`config.mk`:
```
export PLATFORM = sky130hd
export DESIGN_NAME = fsqrt_arbiter_flat
export DESIGN_NICKNAME = d
export VERILOG_FILES = /design/src/rtl/fsqrt_pkg.sv /design/src/rtl/fsqrt_arbiter_if.sv /design/src/rtl/fsqrt_rsp_fifo.sv /design/src/rtl/fsqrt_arbiter.sv /design/src/flat_wrapper.sv
export SDC_FILE = /design/constraint.sdc
export NUM_CORES = 1
export LEC_CHECK = 0
export BUFFER_PORTS_ARGS = -buffer_cell sky130_fd_sc_hd__buf_2
export CAP_MARGIN = 15
export CORE_AREA = 2 2 167 169
export CTS_CLUSTER_DIAMETER = 200
export DETAILED_ROUTE_END_ITERATION = 12
export DIE_AREA = 0 0 169 171
export SYNTH_ARGS = -nofsm -noshare
export SYNTH_HDL_FRONTEND = slang
export SYNTH_SLANG_ARGS = --single-unit
```
`constraint.sdc`:
```
create_clock -name CLK -period 6.5 [get_ports CLK]
set_input_delay 1.3 -clock CLK [delete_from_list [all_inputs] [get_ports CLK]]
set_output_delay 1.3 -clock CLK [all_outputs]
set_load 0.02 [all_outputs]
```
`src/rtl/fsqrt_pkg.sv`:
```
// Shared types and constants for the FloatingSqrt arbiter slice.
// FSQRT_ARB_NEG_FLAG_EN adds the negative-operand flag to the response entry.
package fsqrt_pkg;

  localparam int unsigned FP_W    = 32;
  localparam logic [FP_W-1:0] FP_QNAN = 32'h7FC00000;
  localparam int unsigned ID_MAXW = 3;

  typedef enum logic [1:0] {
    ST_RUN,
    ST_DRAIN,
    ST_DONE
  } arb_state_e;

  typedef struct packed {
    logic [FP_W-1:0]    data;
    logic [ID_MAXW-1:0] id;
`ifdef FSQRT_ARB_NEG_FLAG_EN
    logic               neg;
`endif
  } rsp_entry_t;

  function automatic logic is_neg_nonzero(input logic [FP_W-1:0] a);
    return a[FP_W-1] & (|a[FP_W-2:0]);
  endfunction

endpackage

```
`src/rtl/fsqrt_arbiter_if.sv`:
```
// Requester, sqrt-unit and response signals of the fsqrt arbiter.
// master = arbiter side, slave = surrounding FPU/sqrt-unit side.
interface fsqrt_arbiter_if
  import fsqrt_pkg::*;
#(
  parameter int unsigned NREQ = 4,
  parameter int unsigned IDW  = $clog2(NREQ)
);
  logic [NREQ-1:0]      req_valid;
  logic [FP_W*NREQ-1:0] req_data;
  logic [NREQ-1:0]      req_ready;
  logic [FP_W-1:0]      sq_a;
  logic                 sq_en;
  logic [FP_W-1:0]      sq_out;
  logic                 rsp_valid;
  logic                 rsp_ready;
  logic [FP_W-1:0]      rsp_data;
  logic [IDW-1:0]       rsp_id;
  logic                 rsp_neg;
  logic                 flush_req;
  logic                 flush_done;

  modport master (
    input  req_valid, req_data, sq_out, rsp_ready, flush_req,
    output req_ready, sq_a, sq_en, rsp_valid, rsp_data, rsp_id, rsp_neg, flush_done
  );

  modport slave (
    output req_valid, req_data, sq_out, rsp_ready, flush_req,
    input  req_ready, sq_a, sq_en, rsp_valid, rsp_data, rsp_id, rsp_neg, flush_done
  );
endinterface

```
`src/rtl/fsqrt_rsp_fifo.sv`:
```
// Synchronous response FIFO with occupancy count; head is shown combinationally.
module fsqrt_rsp_fifo
  import fsqrt_pkg::*;
#(
  parameter int unsigned DEPTH = 4,
  parameter int unsigned CW    = $clog2(DEPTH + 1)
) (
  input  logic          CLK,
  input  logic          RST,
  input  logic          push_i,
  input  rsp_entry_t    push_data_i,
  input  logic          pop_i,
  output rsp_entry_t    head_o,
  output logic [CW-1:0] count_o
);
  localparam int unsigned PW = (DEPTH > 1) ? $clog2(DEPTH) : 1;

  rsp_entry_t    mem_q [DEPTH];
  logic [PW-1:0] wr_q, rd_q;
  logic [CW-1:0] count_q;
  logic          do_pop;

  function automatic logic [PW-1:0] ptr_inc(input logic [PW-1:0] p);
    return (p == PW'(DEPTH - 1)) ? '0 : p + 1'b1;
  endfunction

  assign do_pop  = pop_i && (count_q != '0);
  assign head_o  = mem_q[rd_q];
  assign count_o = count_q;

  always_ff @(posedge CLK) begin
    if (push_i) mem_q[wr_q] <= push_data_i;
  end

  always_ff @(posedge CLK or negedge RST) begin
    if (!RST) begin
      wr_q    <= '0;
      rd_q    <= '0;
      count_q <= '0;
    end else begin
      if (push_i) wr_q <= ptr_inc(wr_q);
      if (do_pop) rd_q <= ptr_inc(rd_q);
      count_q <= count_q + CW'(push_i) - CW'(do_pop);
    end
  end

  // Credit accounting upstream must make this unreachable.
  assert property (@(posedge CLK) disable iff (!RST)
    !(push_i && (count_q == CW'(DEPTH)) && !do_pop));

endmodule

```
`src/rtl/fsqrt_arbiter.sv`:
```
// Round-robin arbiter sharing one FloatingSqrt unit among NREQ requesters.
// Optional macro: FSQRT_ARB_NEG_FLAG_EN (negative-operand flag, qNaN result).
module fsqrt_arbiter
  import fsqrt_pkg::*;
#(
  parameter int unsigned NREQ  = 4,
  parameter int unsigned LAT   = 1,
  parameter int unsigned DEPTH = 4,
  parameter int unsigned IDW   = $clog2(NREQ)
) (
  input logic            CLK,
  input logic            RST,
  fsqrt_arbiter_if.master bus
);
  localparam int unsigned CW = $clog2(DEPTH + 1);

  arb_state_e      state_q, state_d;
  logic [IDW-1:0]  rr_q, rr_d;
  logic            active_q;
  logic [FP_W-1:0] sq_a_q;
  logic [LAT:0]    tag_v_q;
  logic [IDW-1:0]  tag_id_q [LAT+1];
`ifdef FSQRT_ARB_NEG_FLAG_EN
  logic [LAT:0]    tag_neg_q;
`endif

  logic            gnt_found, credit_ok, fire;
  logic [IDW-1:0]  gnt_id;
  logic [FP_W-1:0] gnt_op;
  int unsigned     inflight;
  logic [CW-1:0]   fifo_count;
  rsp_entry_t      push_entry, head;
  logic            push, pop, rsp_valid;

  // First valid requester at or after rr_q, modulo NREQ.
  always_comb begin
    logic [IDW-1:0] cand;
    cand      = '0;
    gnt_found = 1'b0;
    gnt_id    = '0;
    for (int unsigned i = 0; i < NREQ; i++) begin
      cand = IDW'((32'(rr_q) + i) % NREQ);
      if (!gnt_found && bus.req_valid[cand]) begin
        gnt_found = 1'b1;
        gnt_id    = cand;
      end
    end
  end

  assign inflight  = $countones(tag_v_q);
  assign credit_ok = (inflight + 32'(fifo_count)) < DEPTH;
  assign fire      = active_q && (state_q == ST_RUN) && credit_ok && gnt_found;
  assign gnt_op    = bus.req_data[FP_W*gnt_id +: FP_W];
  assign rr_d      = !fire ? rr_q : (gnt_id == IDW'(NREQ - 1)) ? '0 : gnt_id + 1'b1;

  assign bus.req_ready = fire ? (NREQ'(1) << gnt_id) : '0;
  assign bus.sq_a      = sq_a_q;
  assign bus.sq_en     = active_q;

  always_ff @(posedge CLK or negedge RST) begin
    if (!RST) begin
      state_q  <= ST_RUN;
      rr_q     <= '0;
      active_q <= 1'b0;
      sq_a_q   <= '0;
      tag_v_q  <= '0;
      for (int unsigned s = 0; s <= LAT; s++) tag_id_q[s] <= '0;
`ifdef FSQRT_ARB_NEG_FLAG_EN
      tag_neg_q <= '0;
`endif
    end else begin
      state_q  <= state_d;
      rr_q     <= rr_d;
      active_q <= 1'b1;
      if (fire) sq_a_q <= gnt_op;
      tag_v_q     <= {tag_v_q[LAT-1:0], fire};
      tag_id_q[0] <= gnt_id;
      for (int unsigned s = 1; s <= LAT; s++) tag_id_q[s] <= tag_id_q[s-1];
`ifdef FSQRT_ARB_NEG_FLAG_EN
      tag_neg_q <= {tag_neg_q[LAT-1:0], is_neg_nonzero(gnt_op)};
`endif
    end
  end

  always_comb begin
    state_d = state_q;
    case (state_q)
      ST_RUN:   if (bus.flush_req) state_d = ST_DRAIN;
      ST_DRAIN: begin
        if (!bus.flush_req) state_d = ST_RUN;
        else if (inflight == 0 && fifo_count == '0) state_d = ST_DONE;
      end
      ST_DONE:  if (!bus.flush_req) state_d = ST_RUN;
      default:  state_d = ST_RUN;
    endcase
  end

  // Last tag stage lines up with the sqrt unit's registered output.
  assign push = tag_v_q[LAT];
  always_comb begin
    push_entry    = '0;
    push_entry.id = ID_MAXW'(tag_id_q[LAT]);
`ifdef FSQRT_ARB_NEG_FLAG_EN
    push_entry.neg  = tag_neg_q[LAT];
    push_entry.data = tag_neg_q[LAT] ? FP_QNAN : bus.sq_out;
`else
    push_entry.data = bus.sq_out;
`endif
  end

  fsqrt_rsp_fifo #(
    .DEPTH (DEPTH),
    .CW    (CW)
  ) u_fifo (
    .CLK         (CLK),
    .RST         (RST),
    .push_i      (push),
    .push_data_i (push_entry),
    .pop_i       (pop),
    .head_o      (head),
    .count_o     (fifo_count)
  );

  assign rsp_valid      = (fifo_count != '0);
  assign pop            = rsp_valid && bus.rsp_ready;
  assign bus.rsp_valid  = rsp_valid;
  assign bus.rsp_data   = rsp_valid ? head.data : '0;
  assign bus.rsp_id     = rsp_valid ? IDW'(head.id) : '0;
`ifdef FSQRT_ARB_NEG_FLAG_EN
  assign bus.rsp_neg    = rsp_valid & head.neg;
`else
  assign bus.rsp_neg    = 1'b0;
`endif
  assign bus.flush_done = (state_q == ST_DONE) && bus.flush_req;

endmodule

```
`src/flat_wrapper.sv`:
```
// flat-port wrapper written by rule: the top's interface ports become plain ports
module fsqrt_arbiter_flat import fsqrt_pkg::*;
#(
  parameter int unsigned NREQ  = 4,
  parameter int unsigned LAT   = 1,
  parameter int unsigned DEPTH = 4,
  parameter int unsigned IDW   = $clog2(NREQ)
)
  (CLK, RST, bus_req_valid, bus_req_data, bus_sq_out, bus_rsp_ready, bus_flush_req, bus_req_ready, bus_sq_a, bus_sq_en, bus_rsp_valid, bus_rsp_data, bus_rsp_id, bus_rsp_neg, bus_flush_done);
  fsqrt_arbiter_if #(.NREQ(NREQ), .IDW(IDW)) bus_i ();
  input logic CLK;
  input logic RST;
  input wire logic [$bits(bus_i.req_valid)-1:0] bus_req_valid;
  input wire logic [$bits(bus_i.req_data)-1:0] bus_req_data;
  input wire logic [$bits(bus_i.sq_out)-1:0] bus_sq_out;
  input wire logic [$bits(bus_i.rsp_ready)-1:0] bus_rsp_ready;
  input wire logic [$bits(bus_i.flush_req)-1:0] bus_flush_req;
  output wire logic [$bits(bus_i.req_ready)-1:0] bus_req_ready;
  output wire logic [$bits(bus_i.sq_a)-1:0] bus_sq_a;
  output wire logic [$bits(bus_i.sq_en)-1:0] bus_sq_en;
  output wire logic [$bits(bus_i.rsp_valid)-1:0] bus_rsp_valid;
  output wire logic [$bits(bus_i.rsp_data)-1:0] bus_rsp_data;
  output wire logic [$bits(bus_i.rsp_id)-1:0] bus_rsp_id;
  output wire logic [$bits(bus_i.rsp_neg)-1:0] bus_rsp_neg;
  output wire logic [$bits(bus_i.flush_done)-1:0] bus_flush_done;
  assign bus_i.req_valid = bus_req_valid;
  assign bus_i.req_data = bus_req_data;
  assign bus_i.sq_out = bus_sq_out;
  assign bus_i.rsp_ready = bus_rsp_ready;
  assign bus_i.flush_req = bus_flush_req;
  assign bus_req_ready = bus_i.req_ready;
  assign bus_sq_a = bus_i.sq_a;
  assign bus_sq_en = bus_i.sq_en;
  assign bus_rsp_valid = bus_i.rsp_valid;
  assign bus_rsp_data = bus_i.rsp_data;
  assign bus_rsp_id = bus_i.rsp_id;
  assign bus_rsp_neg = bus_i.rsp_neg;
  assign bus_flush_done = bus_i.flush_done;
  fsqrt_arbiter #(.NREQ(NREQ), .LAT(LAT), .DEPTH(DEPTH), .IDW(IDW)) u_core (.CLK(CLK), .RST(RST), .bus(bus_i));
endmodule
```
==> run_results.csv, run 1 <==
group,metric,value,unit
clock_network,cts_setup_buffers,0,
clock_network,cts_buffer_depth,2,
setup_path,crit_chain,"buf_2 -> nand2b_1 -> a21oi_1 -> o32ai_4 -> buf_4 -> nor2_1 -> buf_2",
setup_path,critPathTopFamily,"buffers and inverters",
logic_synthesis,syn-mean-instance-area,14.9,um2
setup_path,worstPathRequired,5200,ps
final_layout,layout_common_cells,"240 x buf_2, 136 x edfxtp_1, 66 x nand3_1",
power,power.density,433,nW/um2
drt,vias,5560,
floorplanning,rows,61,
timing,tns,0,ps
setup_path,crit_path_max_incr_delay,470,ps
setup_path,cp_data_arrival_time,2740,ps
floorplanning,die_h,171,um
floorplanning,dieWidth,169,um
final_layout,drive_above_1_share,0.423,
setup_path,end_kind,"output port",
drt,routedWlPerCell,18.8,um
timing,setup_viol,0,
clock_network,cts_max_level,4,
timing,drv_slew,0,
setup_path,critPathSlowestCell,"buf_4",
clock_network,holdBufCountCts,0,
drt,routed_wl,21100,um
clock_network,cts_tree,"yes",
placed_design,io_buffers,240,
grt,grt-ovfl-total,0,
clock_network,cts_resized,0,
floorplanning,start_util,0.295,
setup_path,crit_path_start_kind,"input port",
final_layout,syn2layout_area_growth,26.0,%
timing,finalCritPeriodShare,0.621,
drt,firstDrtPassIters,4,
placed_design,dpl_worst_slack,2460,ps
drt,drc,0,
grt,grt_max_degree,51,
logic_synthesis,yosys_warnings,0,
timing,rsz0062_at_grt,"false",
grt,grt_pass1_wl,32200,um
timing,finalCriticalPeriod,4040,ps
timing,hold_violations,0,
setup_path,path_max_fanout,49,
drt,drt_iter0_drc,404,
floorplanning,dieArea,28900,um2
clock_network,cts_sinks,186,
power,p_leak,3.92,nW
setup_path,critPathMostFrequentCell,"buf_2",
timing,max_freq,248,MHz
logic_synthesis,ys_ff_latch,186,
setup_path,path_buf_inv,3,
clock_network,cts_made_buffers,17,
timing,tightest_slew,1020,ps
placed_design,dpl.hpwl,14300,um
clock_network,root_buffer,"clkbuf_16",
setup_path,critical_path_class,"input port to output port",
job,maxCapViolCount,0,
outcome,status,"complete, no violations",
timing,max-slew-margin-rel,0.323,
clock_network,clk_latency,430,ps
final_layout,nFillCells,2647,
logic_synthesis,synth_area,8050,um2
grt,grt_usage,0.147,
timing,worst_slack,2460,ps
floorplanning,core,27300,um2
placed_design,gp_congestion,0.836,
power,ir_drop,0.000175,V
final_layout,fin_nets,946,
logic_synthesis,syn-num-nets,718,
drt,postRouteAntennaNets,0,
floorplanning,io_pins,242,
logic_synthesis,ys_types,42,
clock_network,clkTransAtPathRegs,70,ps
timing,skew,15.9,ps
grt,grt_pass1_vias,5673,
final_layout,n_antenna_cell,0,
logic_synthesis,yosysSeqAreaShare,0.662,
grt,antenna_found_initial,0,
logic_synthesis,postSynthCellCount,539,
drt,via_per_inst,4.94,
final_layout,final_common_cell,"buf_2",
hold_path,hold_class,"register to register",
## per-stage QoR
step	power (mW)	cell area [um2]	hold WS, ps	instances	util
after floorplan	2.84	8050	331	539	-
after global placement	3.40	9530	351	1093	0.349
after detailed placement	3.42	9530	344	1093	0.349
after CTS	4.47	10100	361	1125	0.371
after global routing	4.67	10100	374	1126	0.371
final	4.39	10100	361	1126	0.371
## kinds of logic after synthesis
kind of cell	synth area share
XOR/XNOR	0.00218
other	0.000932
AND/OR/NAND/NOR	0.104
AO/OA/AOI/OAI	0.0780
adder cells (fa/ha/maj)	0.0180
multiplexers	0.0990
flip-flops	0.662
buffers and inverters	0.0351
## worst register-to-register path, cell delays in order, from the launching register on
cell and delay [ps]:
dfrtp_1 430, nor3_1 270, inv_1 70, buf_4 250, nand2_1 190, inv_1 60, ha_1 260, inv_1 40
ha_1 180, fa_1 370, xor2_1 160, xnor2_1 120
## flip-flops by register name, indices dropped and copies added (netlist names)
signal / cells
u_core.push_entry: 2
u_core.u_fifo.rd_q: 2
u_core.rr_q: 2
u_core.tag_v_q: 2
u_core.u_fifo.wr_q: 2
u_core.bus.sq_en: 1
u_core.state_q: 2
u_core.bus.sq_a: 32
u_core.tag_id_q: 2
u_core.u_fifo.count_o: 3
u_core.u_fifo.mem_q: 136
## routing by layer
layer,GRT usage,up-vias,part of all wire
met5,0,-,0
met1,0.179,2727,0.41
met3,0.0342,20,0.065
met4,0.0531,0,0.021
met2,0.257,246,0.50
li1,-,2567,-
## worst paths after layout
check                                                         from                                 end  slack [ps]  depth (start not counted)
worst max-delay path                              bus_req_valid[1]                    bus_req_ready[2]        2460                          7
worst min-delay path                  u_core.tag_id_q[2]$_DFF_PN0_      u_core.push_entry[0]$_DFF_PN0_         360                          0
worst max register to register  u_core.u_fifo.count_o[1]$_DFF_PN0_  u_core.u_fifo.count_o[2]$_DFF_PN0_        3990                         11
worst min register to register        u_core.tag_id_q[2]$_DFF_PN0_      u_core.push_entry[0]$_DFF_PN0_         360                          0
max in group asynchronous                                      RST   u_core.u_fifo.rd_q[1]$_DFFE_PN0P_        5000                          2
min in group asynchronous                                      RST     u_core.bus.sq_a[17]$_DFFE_PN0P_         980                          2
## cell type report
cell class	count	area, um2	area share
Clock buffer	17	425	0.0419
Clock inverter	15	176	0.0174
Inverter	14	53.8	0.00530
Multi-Input combinational cell	299	2440	0.241
Sequential cell	186	5340	0.526
Tap cell	346	433	0.0427
Timing Repair Buffer	249	1280	0.126
## synth_stat cells
master	instances	area share
a211o_1	1	0.0011
a21o_1	1	0.00093
a21oi_1	6	0.0037
a221oi_1	32	0.035
a31oi_1	32	0.025
and2_1	41	0.032
and2b_1	1	0.00093
and3b_1	2	0.0022
buf_1	2	0.00093
buf_2	15	0.0093
buf_4	8	0.0075
buf_6	4	0.0056
clkbuf_1	11	0.0051
clkinv_2	1	0.00062
conb_1	2	0.00093
dfrtp_1	50	0.16
edfxtp_1	136	0.51
fa_1	1	0.0025
ha_1	10	0.016
inv_1	11	0.0051
inv_2	2	0.00093
mux2_2	1	0.0014
mux2i_1	2	0.0025
mux4_2	34	0.095
nand2_1	3	0.0014
nand2b_1	4	0.0031
nand3_1	66	0.041
nand3_2	1	0.0012
nor2_1	39	0.018
nor2b_1	1	0.00078
nor3_1	2	0.0012
nor4_1	1	0.00078
o21ai_0	3	0.0019
o21ai_1	4	0.0025
o221a_2	2	0.0028
o221ai_1	1	0.0011
o31ai_1	1	0.00093
o32ai_4	1	0.0034
or3_1	1	0.00078
or4_1	1	0.00093
xnor2_1	1	0.0011
xor2_1	1	0.0011
## report_power, final
group	switching (mW)	internal, mW	leakage [nW]
registers	0.198	1.50	1.81
logic	0.987	0.673	1.83
clock network	0.516	0.520	0.286
total	1.70	2.69	3.92
Power figures use the tool's default switching activity.
==> run 2, diff against run 1 <==
- ABC_AREA: not set -> 1
- CORE_AREA: 2 2 167 169 -> 2 2 177 179
- DIE_AREA: 0 0 169 171 -> 0 0 179 181
- clock period: 6.5 -> 3.74 ns (I/O delays scaled with it)
==> run 2 against run 1 <==
  * Die area rose by 12%
  * Sequential share of layout area fell by 4.7 points
  * Final cell count rose by 45%
  * Combinational power rose to 3.2 times the previous value
  * Total power rose by 130%
  * Wire length rose by 14%
  * Sequential power rose by 69%
  * Worst setup slack got worse by 2200 ps
  * Non-clock buffer count rose by 16
  * Critical path type is now register to output port
  * Highest routed layer is now met5
  * Clock power rose by 74%
==> run_results.csv, run 2 <==
group,metric,value,unit
clock_network,cts_sinks,186,
logic_synthesis,ys_ff_latch,186,
logic_synthesis,postSynthCellCount,1000,
setup_path,end_kind,"output port",
floorplanning,core,30300,um2
setup_path,crit_chain,"ha_1 -> ha_1 -> a311o_1 -> nor2_1 -> nand2_1 -> clkinvlp_4 -> nand2_1 -> nor2_1 -> buf_2",
grt,grt_max_degree,66,
hold_path,hold_class,"input port to asynchronous set/reset pin",
power,power.density,902,nW/um2
final_layout,regMostFlops,"u_core.u_fifo.mem_q",
timing,max-slew-margin-rel,0.340,
grt,antenna_found_initial,2,
logic_synthesis,synth_top_cells_by_count,"325 x nand2_1, 141 x nor2_1, 136 x edfxtp_1",
setup_path,critical_path_class,"register to output port",
drt,routedWlPerCell,14.8,um
timing,drv_slew,0,
timing,skew,10.9,ps
timing,hold_violations,0,
floorplanning,start_util,0.297,
clock_network,cts_made_buffers,17,
logic_synthesis,synth_area,9020,um2
timing,tightest_slew,989,ps
final_layout,multi_input_area,3200,um2
placed_design,dpl.hpwl,16900,um
clock_network,clk_latency,430,ps
placed_design,placed_cells,1595,
floorplanning,dieArea,32400,um2
final_layout,fin_nets,1401,
setup_path,path_max_fanout,10,
clock_network,clkTransAtPathRegs,70,ps
floorplanning,rows,64,
final_layout,nFillCells,3099,
final_layout,design_area,11100,um2
grt,grt-ovfl-total,0,
power,p_leak,5.20,nW
setup_path,worstPathRequired,2990,ps
drt,drt_iter0_drc,333,
logic_synthesis,yosys.area.top_type,"edfxtp_1",
drt,routed_wl,24200,um
timing,max_freq,288,MHz
drt,drc,0,
final_layout,final_core_util,0.367,
clock_network,root_buffer,"clkbuf_16",
logic_synthesis,syn-mean-instance-area,9.02,um2
final_layout,syn2layout_area_growth,23.6,%
setup_path,crit_path_start_kind,"register",
logic_synthesis,yosys_warnings,0,
outcome,status,"complete, no violations",
placed_design,dpl_worst_slack,589,ps
setup_path,critPathSlowestCell,"dfrtp_1",
timing,worst_slack,266,ps
final_layout,post_layout_nonfiller_instances,1631,
placed_design,placed_area,10500,um2
floorplanning,io_pins,242,
clock_network,cts_buffer_depth,2,
logic_synthesis,synth-edff-count,136,
final_layout,seq_area,5340,um2
drt,via_per_inst,4.54,
placed_design,io_buffers,240,
floorplanning,die_h,181,um
logic_synthesis,yosysMostFrequentCell,"nand2_1",
grt,grt_pass1_vias,7081,
logic_synthesis,ys_types,30,
logic_synthesis,synthTopCellsByArea,"edfxtp_1 45%, dfrtp_1 14%, nand2_1 14%, nor2_1 5.9%, nand3_1 4.2%",
timing,setup_viol,0,
power,ir_drop,0.000779,V
drt,vias,7400,
clock_network,cts_max_level,4,
final_layout,largest_reg_flops,136,
logic_synthesis,synth_ff_type,"edfxtp_1",
timing,hold_slack,334,ps
final_layout,drive_above_1_share,0.285,
logic_synthesis,yosysTopAreaCellShare,0.453,
logic_synthesis,syn-num-nets,1179,
drt,firstDrtPassIters,5,
floorplanning,dieWidth,179,um
final_layout,final_common_cell,"nand2_1",
logic_synthesis,yosysSeqAreaShare,0.591,
timing,finalCriticalPeriod,3470,ps
setup_path,crit_path_max_incr_delay,470,ps
logic_synthesis,async_reset_ff_frac,0.269,
timing,finalCritPeriodShare,0.929,
grt,grt_pass1_wl,37500,um
placed_design,gp_congestion,0.795,
final_layout,layout_common_cells,"324 x nand2_1, 240 x buf_2, 141 x nor2_1",
grt,grt_usage,0.150,
clock_network,cts_tree,"yes",
job,maxCapViolCount,0,
setup_path,cp_data_arrival_time,2730,ps
drt,postRouteAntennaNets,0,
run 2: layer usage:
metal	GRT usage	vias to the layer above	routed length, um	share of wire
li1	-	3722	-	-
met1	0.186	3387	10600	0.44
met3	0.0398	22	1690	0.070
met5	0	-	12	0.00050
met4	0.0436	2	338	0.014
met2	0.256	267	11600	0.48
run 2: where the power goes:
part           switching, mW  internal [mW]  total (mW)  leakage (nW)
sequential             0.262           2.61        2.87          1.86
clock                  0.805           1.00        1.81         0.289
combinational           3.69           1.68        5.37          3.06
total                   4.76           5.29        10.1          5.20
run 2: final timing paths:
path | startpoint | endpoint | slack (ps) | cells after the start
worst max-delay path | u_core.tag_v_q[1]$_DFF_PN0_ | bus_req_ready[0] | 270 | 9
worst min-delay path | RST | u_core.rr_q[1]$_DFFE_PN0P_ | 330 | 1
worst max register to register | u_core.rr_q[0]$_DFFE_PN0P_ | u_core.bus.sq_a[0]$_DFFE_PN0P_ | 1030 | 17
worst min register to register | u_core.tag_id_q[2]$_DFF_PN0_ | u_core.push_entry[0]$_DFF_PN0_ | 370 | 0
max in group asynchronous | RST | u_core.bus.sq_a[0]$_DFFE_PN0P_ | 2650 | 2
min in group CLK | u_core.tag_id_q[2]$_DFF_PN0_ | u_core.push_entry[0]$_DFF_PN0_ | 370 | 0
run 2: cell type report:
class | instances | share of cell area
tap | 396 | 0.0444
multi-input combinational | 719 | 0.287
timing repair buffer | 265 | 0.125
sequential | 186 | 0.479
clock buffer | 18 | 0.0385
antenna | 1 | 0.000224
clock inverter | 13 | 0.0145
inverter | 33 | 0.0117
run 2: through the flow:
stage	setup TNS, ps	power, mW
floorplan	0	7.01
global placement	0	8.29
detailed placement	0	8.31
CTS	0	10.2
global route	-5.44	10.9
finish	0	10.1
run 2: what timing repair did:
item	4_1_cts	5_1_grt
endpoints found under the setup margin	0	3
gates resized for setup	0	1
setup buffers	0	4
endpoints found under the hold margin	0	0
hold buffers	0	0
run 2: critical path: cells and delay by family, from the launching register on:
kind                     cells  cell delay, ps
AND/OR/NAND/NOR              4             580
AO/OA/AOI/OAI                1             300
adder cells (fa/ha/maj)      2             500
flip-flops                   1             470
buffers and inverters        2             440
run 2: logic make-up after synthesis:
group | count (synthesis) | share of synthesized area
AO/OA/AOI/OAI | 113 | 0.0635
other | 2 | 0.000833
flip-flops | 186 | 0.591
AND/OR/NAND/NOR | 591 | 0.271
buffers and inverters | 95 | 0.0548
adder cells (fa/ha/maj) | 11 | 0.0161
XOR/XNOR | 2 | 0.00194
